`src/rtl/gpio_out_mmio.sv`:
```
// Memory-mapped 8-bit output port with plain/set/clear/toggle writes and a timed-pulse engine.
// One-cycle Ack and registered readback for the multicycle core's data bus.
module gpio_out_mmio #(
    parameter int unsigned      WIDTH     = 32,
    parameter int unsigned      GPIO_W    = 8,
    parameter logic [WIDTH-1:0] BASE_ADDR = 32'h1001_0020,
    parameter int unsigned      CNT_W     = 16
) (
    input  logic              clk,
    input  logic              rst,
    input  logic [WIDTH-1:0]  Address,
    input  logic [WIDTH-1:0]  WriteData,
    input  logic              MemWrite,
    input  logic              MemRead,
    output logic [WIDTH-1:0]  ReadData,
    output logic              Ack,
    output logic [GPIO_W-1:0] GPIO_o,
    output logic              Busy
);

    typedef enum logic {StIdle, StActive} state_e;

    state_e            state_q;
    logic [GPIO_W-1:0] out_q;
    logic [GPIO_W-1:0] mask_q;
    logic [CNT_W-1:0]  count_q;
    logic [WIDTH-1:0]  read_data_q;
    logic              ack_q;

    logic              hit;
    logic              wr_hit;
    logic              rd_hit;
    logic [2:0]        offset;
    logic [GPIO_W-1:0] wr_bits;
    logic [CNT_W-1:0]  pulse_len;
    logic              pulse_wr;
    logic [GPIO_W-1:0] bus_out;
    logic [WIDTH-1:0]  rd_val;
    logic              unused_wdata;

    assign hit       = (Address[WIDTH-1:5] == BASE_ADDR[WIDTH-1:5]) && (Address[1:0] == 2'b00);
    assign offset    = Address[4:2];
    assign wr_hit    = hit & MemWrite;
    // A combined read+write is treated purely as a write.
    assign rd_hit    = hit & MemRead & ~MemWrite;
    assign wr_bits   = WriteData[GPIO_W-1:0];
    assign pulse_len = WriteData[WIDTH-1 -: CNT_W];
    assign pulse_wr  = wr_hit && (offset == 3'd4);
    assign unused_wdata = ^WriteData;

    always_comb begin
        bus_out = out_q;
        if (wr_hit) begin
            case (offset)
                3'd0:    bus_out = wr_bits;
                3'd1:    bus_out = out_q | wr_bits;
                3'd2:    bus_out = out_q & ~wr_bits;
                3'd3:    bus_out = out_q ^ wr_bits;
                default: bus_out = out_q;
            endcase
        end
    end

    always_comb begin
        rd_val = '0;
        case (offset)
            3'd0: rd_val[GPIO_W-1:0] = out_q;
            3'd4: begin
                rd_val[WIDTH-1]   = (state_q == StActive);
                rd_val[CNT_W-1:0] = count_q;
            end
            default: rd_val = '0;
        endcase
    end

    always_ff @(posedge clk) begin
        if (rst) begin
            state_q     <= StIdle;
            out_q       <= '0;
            mask_q      <= '0;
            count_q     <= '0;
            read_data_q <= '0;
            ack_q       <= 1'b0;
        end else begin
            ack_q       <= hit & (MemWrite | MemRead);
            read_data_q <= rd_hit ? rd_val : '0;
            out_q       <= bus_out;
            case (state_q)
                StIdle: begin
                    if (pulse_wr && (pulse_len != '0)) begin
                        out_q   <= bus_out | wr_bits;
                        mask_q  <= wr_bits;
                        count_q <= pulse_len;
                        state_q <= StActive;
                    end
                end
                StActive: begin
                    if (count_q > CNT_W'(1)) begin
                        count_q <= count_q - CNT_W'(1);
                    end else begin
                        // Pulse end overrides any bus write landing on the same edge.
                        out_q   <= bus_out & ~mask_q;
                        count_q <= '0;
                        state_q <= StIdle;
                    end
                end
                default: state_q <= StIdle;
            endcase
        end
    end

    assign ReadData = read_data_q;
    assign Ack      = ack_q;
    assign GPIO_o   = out_q;
    assign Busy     = (state_q == StActive);

endmodule

```
`config.mk`:
```
export PLATFORM = sky130hd
export DESIGN_NAME = gpio_out_mmio
export DESIGN_NICKNAME = d
export VERILOG_FILES = /design/src/rtl/gpio_out_mmio.sv
export SDC_FILE = /design/constraint.sdc
export NUM_CORES = 1
export LEC_CHECK = 0
export ABC_AREA = 0
export CAP_MARGIN = 20
export CORE_AREA = 3 3 84 86
export CTS_CLUSTER_DIAMETER = 40
export DETAILED_ROUTE_END_ITERATION = 10
export DIE_AREA = 0 0 87 89
export DONT_BUFFER_PORTS = 1
export GPL_TIMING_DRIVEN = 1
export HOLD_SLACK_MARGIN = 0.05
export PLACE_DENSITY = 0.67
export SYNTH_ARGS = -nofsm -noshare
export SYNTH_HDL_FRONTEND = slang
export SYNTH_SLANG_ARGS = --single-unit
```
`constraint.sdc`:
```
create_clock -name clk -period 2.5 [get_ports clk]
set_clock_uncertainty 0.2 [all_clocks]
set_input_delay 0.5 -clock clk [delete_from_list [all_inputs] [get_ports clk]]
set_output_delay 0.5 -clock clk [all_outputs]
set_load 0.02 [all_outputs]
```
==> metrics.yaml <==
route:
  postRouteAntennaNets: 0
  drcViolationCount: 0
  num_vias: 2816
  drt-total-wl_um: 8540
  drt_iter0_drc: 234
  first_pass_iters: 4
  wl_per_cell_um: 18.6
  viasPerCell: 6.14
die:
  die_x_um: 87
  die-area_um2: 7740
  core_area_um2: 6350
  row_count: 29
  start_util_pct: 49.4
  io_pins: 110
  die_height_um: 89
worst_setup_path:
  critical_path.cell_chain: "or4_1 -> or3_1 -> o311ai_0 -> a31oi_1"
  worstRegToRegCells: 4
  critPathBufInv: 0
  cp_data_required_time_ps: 2470
  cp_top_family: "simple AND/OR/NAND/NOR gates"
  cp_slowest_stage_delay_ps: 670
  crit_start: "count_q[9]"
  worst-path-max-fanout: 7
  arrival_ps: 2310
  cpMaxStageDelayCell: "or4_1"
  rrSetupSlack_ps: 160
  cp_num_cells: 4
  reg2reg_to: "count_q[15]"
  endpoint: "count_q[15]"
  setup.worst_path.end_class: "flop"
  crit_path_start_kind: "flop"
  r2r_start: "count_q[9]"
  crit_type: "reg2reg"
pwr:
  switchingPower_mw: 0.344
  seqPwrFrac_pct: 58.3
  intPower_mw: 1.05
  power_mw: 1.39
  p_leak_nw: 1.26
  sw_frac_of_total_pct: 24.7
  ir_worst_vdd_v: 0.000298
  p_per_area_nw_per_um2: 408
  pwr-share-clk_pct: 35.0
  share_comb_of_total_power_pct: 6.7
sta:
  relSlewSlack_pct: 50.0
  grt_setup_unrepaired: "no"
  period_share_pct: 93.5
  final.min_clock_period_ps: 2340
  maxSlewViolCount: 0
  worst_slew_pin_slew_ps: 748
  hold_viol: 0
  max_freq_ghz: 0.428
  worst_slack_ps: 163
  whs_ps: 60.6
  tns_ps: 0
  setup_viol: 0
global_route:
  grt_use_met2_pct: 37.2
  grt_max_degree: 26
  grt_pass1_vias: 2757
  busiest_layer: "met2"
  grt-ovfl-total: 0
  grt_pass1_wl_um: 13400
  antenna_found_initial: 0
  met3_usage_pct: 5.81
  grt_usage_pct: 22.0
  grtUsageMet1_pct: 27.8
finish:
  n_antenna_cell: 0
  final_core_utilization_pct: 53.7
  final_cells: 459
  drive_gt1_share_pct: 13.4
  fin_area_um2: 3410
  layout_commonest_cell: "dfxtp_1"
  nets: 467
  area_growth_pct: 8.74
  final_cell_mix: "dfxtp_1, a21oi_1, buf_4"
yosys:
  synth_top_area_share_pct: 32.6
  syn_inst: 367
  ys_seq_area_share_pct: 32.6
  synthDistinctLibCells: 48
  ys_ff_latch: 51
  ys.flop_type: "dfxtp_1"
  synth_top_cell_by_area: "dfxtp_1"
  async_flop_share_pct: 0
  synth.avg_cell_area_um2: 8.54
  synthTopCellsByArea: "dfxtp_1, ha_1, a21oi_1, buf_4, nand3_1"
  netlist_area_um2: 3140
  yosys_warnings: 0
  synth-edff-count: 0
place:
  place_area_um2: 3290
  dpl.hpwl_um: 6150
  dpl.cell_count: 447
  place.gp.congestion: 0.860
  port_buffers: 0
  post-place-ws_ps: 31.3
clock_network:
  ctsRootBufferMaster: "clkbuf_8"
  ctsHoldBuffers: 2
  cts_tree: "done"
  cts.sinks: 51
  ctsHtreeMaxLevel: 2
  postCtsSetupBuffers: 0
  cts_buffers: 5
  clock_path_buffers: 2
  clock_latency_ps: 310
  clk_pin_slew_ps: 100
  postCtsResizedCells: 0
flow_run:
  max_cap_viol_count: 0
status:
  outcome: "finished clean"
min_path:
  hp-class: "in2reg"
## Yosys cell counts, types with 4 or more instances
master / instances
nor3_1: 9
a31oi_1: 11
o21ai_0: 16
nor2_1: 20
a21oi_1: 32
nand4_1: 4
and2_1: 9
nor4_1: 13
a211oi_1: 11
dfxtp_1: 51
nor2b_1: 6
inv_1: 21
buf_2: 4
o2bb2ai_1: 8
buf_4: 16
mux2_2: 8
a221oi_1: 4
a32oi_1: 6
mux2i_1: 9
nand2_1: 8
ha_1: 18
a22o_1: 8
nand3_1: 23
clkbuf_1: 15
## worst register-to-register path, delay by kind of cell (launching register included)
kind	cells	cell delay, ps
compound gates	2	570
simple gates	2	1100
flops	1	360
## state kept, by name, summed over array words and instances, names as in the netlist
signal and cells:
Ack 1, mask_q 8, GPIO_o 8, Busy 1, ReadData 17, count_q 16
## how the worst min path moves through the flow
stage / startpoint / endpoint / slack [ps] / cells past startpoint
floorplan: mask_q[0] / mask_q[0] / 250 / 2
global placement: mask_q[5] / mask_q[5] / 250 / 2
detailed placement: mask_q[6] / mask_q[6] / 270 / 2
CTS: rst / count_q[11] / 50 / 1
global route: rst / mask_q[7] / 50 / 1
finish: rst / mask_q[6] / 60 / 1
## power groups by stage
stage	logic [mW]	clock network, mW	registers, mW
finish	0.0931	0.488	0.812
global placement	0.0768	0	0.831
floorplan	0.104	0	0.831
detailed placement	0.0797	0	0.831
global route	0.101	0.542	0.812
CTS	0.0877	0.505	0.812
## logic make-up after synthesis
group	after synthesis	share of synthesized area, %
buffers and inverters	59	9.42
other	1	0.120
and+or+nand+nor	114	22.2
xor gates and xnor gates	4	1.12
AOI/OAI and AO/OA	103	21.6
adders and majority gates	18	7.18
DFF	51	32.6
muxes	17	5.75
## layer usage
layer | wire (um) | share of wire [%]
met5 | 0 | 0
met1 | 3510 | 41
met2 | 4110 | 48
met4 | 89 | 1.0
met3 | 828 | 9.7
## layout make-up
cell class                      count  area, um2
Fill cell                         592       2940
Multi-Input combinational cell    271       1880
Sequential cell                    51       1020
Timing Repair Buffer               30        243
Tap cell                           77       96.3
Inverter                           22       82.6
Clock buffer                        6       72.6
Clock inverter                      2       16.3
Power figures use the tool's default switching activity.
